### src/rtl/time_pkg.sv
// Shared time-of-day types and limits for the time base and the data checker.
package time_pkg;
    localparam int TIME_W  = 6;
    localparam int SEC_MAX = 59;
    localparam int MIN_MAX = 59;

    typedef logic [TIME_W-1:0] time_t;
endpackage

### src/rtl/time_base_if.sv
// Control/preset and time-value signals between the time base and its users.
interface time_base_if;
    logic              en;
    logic              set_valid;
    time_pkg::time_t   set_min;
    time_pkg::time_t   set_sec;
    logic              set_err;
    time_pkg::time_t   seconds;
    time_pkg::time_t   minutes;
    logic              sec_tick;
    logic              min_tick;
    logic              hour_tick;

    modport master (
        output en, set_valid, set_min, set_sec,
        input  set_err, seconds, minutes, sec_tick, min_tick, hour_tick
    );

    modport slave (
        input  en, set_valid, set_min, set_sec,
        output set_err, seconds, minutes, sec_tick, min_tick, hour_tick
    );
endinterface

### src/rtl/time_base_tick_gen.sv
// Clock prescaler: raises tick1hz on the edge where the count wraps at CLK_HZ-1.
module tick_gen #(
    parameter int CLK_HZ = 50_000_000
) (
    input  logic clk,
    input  logic rst,
    input  logic en,
    input  logic clr,
    output logic tick1hz
);
    localparam int            PW = $clog2(CLK_HZ);
    localparam logic [PW-1:0] TC = PW'(CLK_HZ - 1);

    logic [PW-1:0] r_cnt;
    logic          w_at_tc;

    assign w_at_tc = (r_cnt == TC);
    // A clear at terminal count restarts the second instead of completing it.
    assign tick1hz = en && w_at_tc && !clr;

    always_ff @(posedge clk) begin
        if (rst || clr) begin
            r_cnt <= '0;
        end else if (en) begin
            r_cnt <= w_at_tc ? '0 : r_cnt + 1'b1;
        end
    end
endmodule

### src/rtl/time_base.sv
// Seconds/minutes time base with synchronous preset and registered tick strobes.
module time_base
    import time_pkg::*;
#(
    parameter int CLK_HZ = 50_000_000
) (
    input  logic        clk,
    input  logic        rst,
    time_base_if.slave  bus
);
    localparam time_t SEC_LAST = TIME_W'(SEC_MAX);
    localparam time_t MIN_LAST = TIME_W'(MIN_MAX);

    time_t r_sec;
    time_t r_min;
    logic  r_sec_tick;
    logic  r_min_tick;
    logic  r_hour_tick;
    logic  r_set_err;

    logic  w_set_ok;
    logic  w_set_bad;
    logic  w_tick1hz;

    assign w_set_ok  = bus.set_valid && (bus.set_min <= MIN_LAST) && (bus.set_sec <= SEC_LAST);
    assign w_set_bad = bus.set_valid && !w_set_ok;

    tick_gen #(.CLK_HZ(CLK_HZ)) u_tick_gen (
        .clk     (clk),
        .rst     (rst),
        .en      (bus.en),
        .clr     (w_set_ok),
        .tick1hz (w_tick1hz)
    );

    always_ff @(posedge clk) begin
        if (rst) begin
            r_sec       <= '0;
            r_min       <= '0;
            r_sec_tick  <= 1'b0;
            r_min_tick  <= 1'b0;
            r_hour_tick <= 1'b0;
            r_set_err   <= 1'b0;
        end else begin
            r_sec_tick  <= 1'b0;
            r_min_tick  <= 1'b0;
            r_hour_tick <= 1'b0;
            r_set_err   <= w_set_bad;
            if (w_set_ok) begin
                r_sec <= bus.set_sec;
                r_min <= bus.set_min;
            end else if (w_tick1hz) begin
                r_sec_tick <= 1'b1;
                // minutes only moves here, so the downstream checker sees one clean step
                if (r_sec >= SEC_LAST) begin
                    r_sec      <= '0;
                    r_min_tick <= 1'b1;
                    if (r_min >= MIN_LAST) begin
                        r_min       <= '0;
                        r_hour_tick <= 1'b1;
                    end else begin
                        r_min <= r_min + 1'b1;
                    end
                end else begin
                    r_sec <= r_sec + 1'b1;
                end
            end
        end
    end

    assign bus.seconds   = r_sec;
    assign bus.minutes   = r_min;
    assign bus.sec_tick  = r_sec_tick;
    assign bus.min_tick  = r_min_tick;
    assign bus.hour_tick = r_hour_tick;
    assign bus.set_err   = r_set_err;
endmodule
### src/flat_wrapper.sv
// flat-port wrapper written by rule: the top's interface ports become plain ports
module time_base_flat import time_pkg::*;
#(
    parameter int CLK_HZ = 50_000_000
)
  (clk, rst, bus_en, bus_set_valid, bus_set_min, bus_set_sec, bus_set_err, bus_seconds, bus_minutes, bus_sec_tick, bus_min_tick, bus_hour_tick);
  time_base_if bus_i ();
  input  logic clk;
  input  logic rst;
  input wire logic [$bits(bus_i.en)-1:0] bus_en;
  input wire logic [$bits(bus_i.set_valid)-1:0] bus_set_valid;
  input wire logic [$bits(bus_i.set_min)-1:0] bus_set_min;
  input wire logic [$bits(bus_i.set_sec)-1:0] bus_set_sec;
  output wire logic [$bits(bus_i.set_err)-1:0] bus_set_err;
  output wire logic [$bits(bus_i.seconds)-1:0] bus_seconds;
  output wire logic [$bits(bus_i.minutes)-1:0] bus_minutes;
  output wire logic [$bits(bus_i.sec_tick)-1:0] bus_sec_tick;
  output wire logic [$bits(bus_i.min_tick)-1:0] bus_min_tick;
  output wire logic [$bits(bus_i.hour_tick)-1:0] bus_hour_tick;
  assign bus_i.en = bus_en;
  assign bus_i.set_valid = bus_set_valid;
  assign bus_i.set_min = bus_set_min;
  assign bus_i.set_sec = bus_set_sec;
  assign bus_set_err = bus_i.set_err;
  assign bus_seconds = bus_i.seconds;
  assign bus_minutes = bus_i.minutes;
  assign bus_sec_tick = bus_i.sec_tick;
  assign bus_min_tick = bus_i.min_tick;
  assign bus_hour_tick = bus_i.hour_tick;
  time_base #(.CLK_HZ(CLK_HZ)) u_core (.clk(clk), .rst(rst), .bus(bus_i));
endmodule
### config.mk
export PLATFORM = sky130hd
export DESIGN_NAME = time_base_flat
export DESIGN_NICKNAME = d
export VERILOG_FILES = /design/src/rtl/time_pkg.sv /design/src/rtl/time_base_if.sv /design/src/rtl/time_base_tick_gen.sv /design/src/rtl/time_base.sv /design/src/flat_wrapper.sv
export SDC_FILE = /design/constraint.sdc
export NUM_CORES = 1
export LEC_CHECK = 0
export ABC_AREA = 1
export CAP_MARGIN = 20
export CORE_ASPECT_RATIO = 1.2
export CORE_UTILIZATION = 46
export DETAILED_ROUTE_END_ITERATION = 6
export PLACE_DENSITY = 0.69
export SLEW_MARGIN = 20
export SYNTH_ARGS = -nofsm -noshare
export SYNTH_HDL_FRONTEND = slang
export SYNTH_SLANG_ARGS = --single-unit
export TNS_END_PERCENT = 10
### constraint.sdc
create_clock -name clk -period 5.2 [get_ports clk]
set_clock_uncertainty 0.2 [all_clocks]
set_input_delay 1.56 -clock clk [delete_from_list [all_inputs] [get_ports clk]]
set_output_delay 1.56 -clock clk [all_outputs]
set_load 0.02 [all_outputs]
==> report_table.html <==
<table>
<tr><th>Metric</th><th>Value</th></tr>
<tr><th colspan="2">Timing</th></tr>
<tr><td>Max-slew violations</td><td>0</td></tr>
<tr><td>Shortest clock period the worst path allows after layout</td><td>3.45 ns</td></tr>
<tr><td>Final-report setup violation count</td><td>0</td></tr>
<tr><td>Highest attainable clock frequency</td><td>0.290 GHz</td></tr>
<tr><td>Worst-margin pin slew</td><td>0.473 ns</td></tr>
<tr><td>Fin Setup TNS</td><td>0 ns</td></tr>
<tr><td>Crit share post-route</td><td>66.4%</td></tr>
<tr><td>Count of endpoints failing hold in the final timing report</td><td>0</td></tr>
<tr><td>Unrepaired setup endpoints after global routing</td><td>false</td></tr>
<tr><td>Slew margin rel.</td><td>68.4%</td></tr>
<tr><td>Setup slack after layout</td><td>1.75 ns</td></tr>
<tr><th colspan="2">Detailed routing</th></tr>
<tr><td>Remaining antenna violation count after routing</td><td>0</td></tr>
<tr><td>Vias/cell</td><td>5.19</td></tr>
<tr><td>Total Routed Length</td><td>5440 um</td></tr>
<tr><td>Detailed-route wire length per cell</td><td>12.2 um</td></tr>
<tr><td>First DRT Iteration DRCs</td><td>128</td></tr>
<tr><td>DR DRC count</td><td>0</td></tr>
<tr><td>Total via count after detailed routing</td><td>2308</td></tr>
<tr><td>Iteration count of the initial detailed-routing pass</td><td>4</td></tr>
<tr><th colspan="2">Synth</th></tr>
<tr><td>Post-synthesis share of cell area spent on xor and xnor gates</td><td>4.17%</td></tr>
<tr><td>Number of library cell types mapped by synthesis</td><td>33</td></tr>
<tr><td>Area share of the largest cell type after synthesis</td><td>36.4%</td></tr>
<tr><td>Number of instances in the synthesized netlist</td><td>352</td></tr>
<tr><td>Library cell occupying the most area in the post-synthesis netlist</td><td>sky130_fd_sc_hd__dfxtp_1</td></tr>
<tr><td>Biggest area contributors in the synthesized netlist</td><td>sky130_fd_sc_hd__dfxtp_1, sky130_fd_sc_hd__nand2_1, sky130_fd_sc_hd__nor2_1</td></tr>
<tr><td>Most used DFF post-synth</td><td>sky130_fd_sc_hd__dfxtp_1</td></tr>
<tr><td>Sequential-to-total area share from yosys stat</td><td>36.4%</td></tr>
<tr><td>Synth Warn #</td><td>0</td></tr>
<tr><td>Top cells by instance count after synthesis</td><td>sky130_fd_sc_hd__nand2_1, sky130_fd_sc_hd__nor2_1, sky130_fd_sc_hd__dfxtp_1</td></tr>
<tr><td>Number of synthesized register bits</td><td>42</td></tr>
<tr><td>Complex-gate fraction of the synthesized area</td><td>6.39%</td></tr>
<tr><td>Asr flop ratio synth</td><td>0%</td></tr>
<tr><td>Dominant combinational cell family by area after synthesis</td><td>simple AND/OR/NAND/NOR gates</td></tr>
<tr><td>Fraction of the mapped netlist area in adder cells</td><td>1.63%</td></tr>
<tr><td>Basic-gate share of the synthesized area counting and, or, nand and nor cells</td><td>43.0%</td></tr>
<tr><td>Post-Syn Area per Cell</td><td>6.56 sq um</td></tr>
<tr><td>Number of synthesized flops with an enable pin</td><td>0</td></tr>
<tr><td>Area of the mapped netlist</td><td>0.00231 sq mm</td></tr>
<tr><td>Fraction of synthesized area in multiplexers</td><td>0%</td></tr>
<tr><td>Mapped Nets</td><td>371</td></tr>
<tr><td>Most frequent cell after synthesis</td><td>sky130_fd_sc_hd__nand2_1</td></tr>
<tr><th colspan="2">Placement</th></tr>
<tr><td>Placed wire-length estimate after detailed placement</td><td>4110 um</td></tr>
<tr><td>Minimum setup slack after placement</td><td>1.43 ns</td></tr>
<tr><td>Count of buffers inserted at the top-level ports</td><td>31</td></tr>
<tr><td>Final Wtd Congestion</td><td>0.912</td></tr>
<tr><td>Cell count after placement</td><td>437</td></tr>
<tr><th colspan="2">Clock tree</th></tr>
<tr><td>Maximum root-to-sink buffer count</td><td>2</td></tr>
<tr><td>Clk Tree Root Cell</td><td>sky130_fd_sc_hd__clkbuf_8</td></tr>
<tr><td>Clock latency reported for the late side of the worst-skew pair</td><td>0.29 ns</td></tr>
<tr><td>Number of gates resized after cts</td><td>0</td></tr>
<tr><td>Number of buffers inserted by hold repair at cts</td><td>0</td></tr>
<tr><td>Clock slew at the register clock pins of the worst setup and hold paths</td><td>0.08 ns</td></tr>
<tr><td>TritonCTS buffer count</td><td>5</td></tr>
<tr><td>Max H-tree Level</td><td>2</td></tr>
<tr><td>Buffers inserted during post-CTS setup optimization</td><td>0</td></tr>
<tr><td>TritonCTS clock tree</td><td>yes</td></tr>
<tr><td># clock sinks</td><td>42</td></tr>
<tr><th colspan="2">Power and ir drop</th></tr>
<tr><td>Total power of the final layout</td><td>644 uW</td></tr>
<tr><td>Power Dens Cells</td><td>234 mW/mm^2</td></tr>
<tr><td>Leak</td><td>1.10 nW</td></tr>
<tr><td>Maximum VDD drop</td><td>0.000124 V</td></tr>
<tr><th colspan="2">Global route</th></tr>
<tr><td>Pin count of the biggest net entering global routing</td><td>15</td></tr>
<tr><td>Total global-route track usage</td><td>23.4%</td></tr>
<tr><td>Number of global-route vias before repair</td><td>2172</td></tr>
<tr><td>Number of antenna violations at the first check in global routing</td><td>0</td></tr>
<tr><td>Wire length of the first global-routing pass</td><td>9470 um</td></tr>
<tr><td>Remaining global-route overflow</td><td>0</td></tr>
<tr><th colspan="2">Final layout</th></tr>
<tr><td>Layout cell share with drive strength beyond 1</td><td>8.27%</td></tr>
<tr><td>Number of cells in the finished layout apart from fillers</td><td>445</td></tr>
<tr><td>Synthesis-to-layout area growth</td><td>19.3%</td></tr>
<tr><td>Number of antenna cells inserted</td><td>0</td></tr>
<tr><td>Layout Nets</td><td>405</td></tr>
<tr><th colspan="2">Outcome</th></tr>
<tr><td>Outcome</td><td>completed</td></tr>
<tr><th colspan="2">Setup path</th></tr>
<tr><td>Startpoint Class</td><td>input pin</td></tr>
<tr><td>Arrival time at the worst endpoint</td><td>3.45 ns</td></tr>
<tr><td>Worst endpoint required time</td><td>5.19 ns</td></tr>
<tr><td>CP Class</td><td>in -&gt; reg</td></tr>
<tr><td>Kind of capture point of the worst setup path</td><td>flip-flop</td></tr>
<tr><td>Peak fanout along the critical path</td><td>14</td></tr>
<tr><th colspan="2">Floorplanning</th></tr>
<tr><td>Effective utilization at floorplan</td><td>49.2%</td></tr>
<tr><td>Core Footprint</td><td>0.00470 sq mm</td></tr>
<tr><td>Ports</td><td>32</td></tr>
<tr><td>Die boundary height</td><td>79.6 um</td></tr>
<tr><td>Width of the die</td><td>66.7 um</td></tr>
<tr><td>Site row count</td><td>27</td></tr>
<tr><td>Area of the die</td><td>0.00531 sq mm</td></tr>
<tr><th colspan="2">Min path</th></tr>
<tr><td>Path class of the lowest-slack min-delay path</td><td>reg -&gt; reg</td></tr>
<tr><th colspan="2">Job</th></tr>
<tr><td>Max-cap viol count</td><td>0</td></tr>
</table>
[cell usage in the layout, fill, tap and decap left out]
cell | Yosys | routed
sky130_fd_sc_hd__nand2_1 | 83 | 83
sky130_fd_sc_hd__nor2_1 | 61 | 61
sky130_fd_sc_hd__dfxtp_1 | 42 | 42
sky130_fd_sc_hd__nand3_1 | 36 | 36
sky130_fd_sc_hd__inv_1 | 35 | 35
sky130_fd_sc_hd__clkdlybuf4s50_1 | 0 | 31
sky130_fd_sc_hd__a21oi_1 | 14 | 14
sky130_fd_sc_hd__nor3_1 | 10 | 10
sky130_fd_sc_hd__inv_2 | 8 | 8
sky130_fd_sc_hd__xor2_1 | 8 | 8
sky130_fd_sc_hd__o21ai_0 | 7 | 7
sky130_fd_sc_hd__nand4_1 | 7 | 7
sky130_fd_sc_hd__clkbuf_8 | 0 | 6
sky130_fd_sc_hd__nor2_2 | 5 | 5
sky130_fd_sc_hd__nand2_2 | 5 | 5
sky130_fd_sc_hd__o21ai_1 | 4 | 4
sky130_fd_sc_hd__xnor2_1 | 3 | 3
sky130_fd_sc_hd__ha_1 | 3 | 3
sky130_fd_sc_hd__nand2_4 | 2 | 2
sky130_fd_sc_hd__and3_1 | 2 | 2
sky130_fd_sc_hd__nor3b_1 | 2 | 2
sky130_fd_sc_hd__nand4_2 | 1 | 1
sky130_fd_sc_hd__clkinv_1 | 1 | 1
sky130_fd_sc_hd__nor2_4 | 1 | 1
sky130_fd_sc_hd__nor4_1 | 1 | 1
sky130_fd_sc_hd__o21bai_1 | 1 | 1
sky130_fd_sc_hd__a31oi_1 | 1 | 1
sky130_fd_sc_hd__nor3_2 | 1 | 1
sky130_fd_sc_hd__a2bb2oi_1 | 1 | 1
sky130_fd_sc_hd__nor3b_2 | 1 | 1
sky130_fd_sc_hd__or2_2 | 1 | 1
sky130_fd_sc_hd__nand3b_1 | 1 | 1
sky130_fd_sc_hd__clkinv_2 | 0 | 1
sky130_fd_sc_hd__clkbuf_1 | 0 | 1
[cell type report]
| class | instances | area, sq um |
|---|---|---|
| fillers | 481 | 1940 |
| multi-input cells | 262 | 1270 |
| flip-flops and latches | 42 | 841 |
| repair buffers | 31 | 310 |
| inverters | 44 | 165 |
| clock buffers | 7 | 86.3 |
| well taps | 58 | 72.6 |
| clock inverters | 1 | 5.00 |
[cells by family after synthesis]
| kind of cell | after synthesis |
|---|---|
| compound gates | 28 |
| flops | 42 |
| fa+ha+maj | 3 |
| simple gates | 220 |
| buf+inv | 48 |
| xor+xnor | 11 |
[layer usage]
metal	share of wire, %	track usage [%]	vias up
li1	-	-	1192
met1	44	28.5	1039
met2	50	39.5	67
met3	4.5	4.71	10
met4	1.7	9.15	0
met5	0	0	-
[flip-flops by register name, indices dropped and copies added, names as in the netlist]
register                 cells
u_core.bus.sec_tick          1
u_core.bus.seconds           6
u_core.bus.minutes           6
u_core.bus.min_tick          1
u_core.u_tick_gen.r_cnt     26
u_core.bus.hour_tick         1
u_core.bus.set_err           1
[report_power, final]
group | switching [mW] | internal [mW] | leakage (nW)
Sequential | 0.00967 | 0.329 | 0.340
Combinational | 0.0496 | 0.0385 | 0.716
Clock | 0.110 | 0.107 | 0.0482
[worst max-delay path: stages]
cell and delay, ns:
sky130_fd_sc_hd__clkdlybuf4s50_1 0.45, sky130_fd_sc_hd__inv_1 0.06, sky130_fd_sc_hd__nor2_2 0.22, sky130_fd_sc_hd__nand2_4 0.17
sky130_fd_sc_hd__nand2_2 0.20, sky130_fd_sc_hd__inv_2 0.06, sky130_fd_sc_hd__nand2_1 0.37, sky130_fd_sc_hd__inv_2 0.17
sky130_fd_sc_hd__and3_1 0.18
[per-stage QoR]
step | util, % | cell area (sq um) | hold WS [ns]
2_1_floorplan | - | 2310 | 0.259
3_3_place_gp | 56.7 | 2660 | 0.284
3_5_place_dp | 56.7 | 2660 | 0.289
4_1_cts | 58.7 | 2760 | 0.301
5_1_grt | 58.7 | 2760 | 0.318
6_report | 58.7 | 2760 | 0.311
[path summary, 6_finish.rpt]
| check | from | to | slack, ns | cells past startpoint |
|---|---|---|---|---|
| hold reg to reg | u_core.u_tick_gen.r_cnt[12] | u_core.u_tick_gen.r_cnt[12] | 0.31 | 2 |
| setup / recovery | bus_set_valid | u_core.u_tick_gen.r_cnt[11] | 1.75 | 9 |
| setup reg to reg | u_core.u_tick_gen.r_cnt[0] | u_core.u_tick_gen.r_cnt[11] | 3.04 | 9 |
| hold / removal | u_core.u_tick_gen.r_cnt[12] | u_core.u_tick_gen.r_cnt[12] | 0.31 | 2 |
Power figures use the tool's default switching activity.
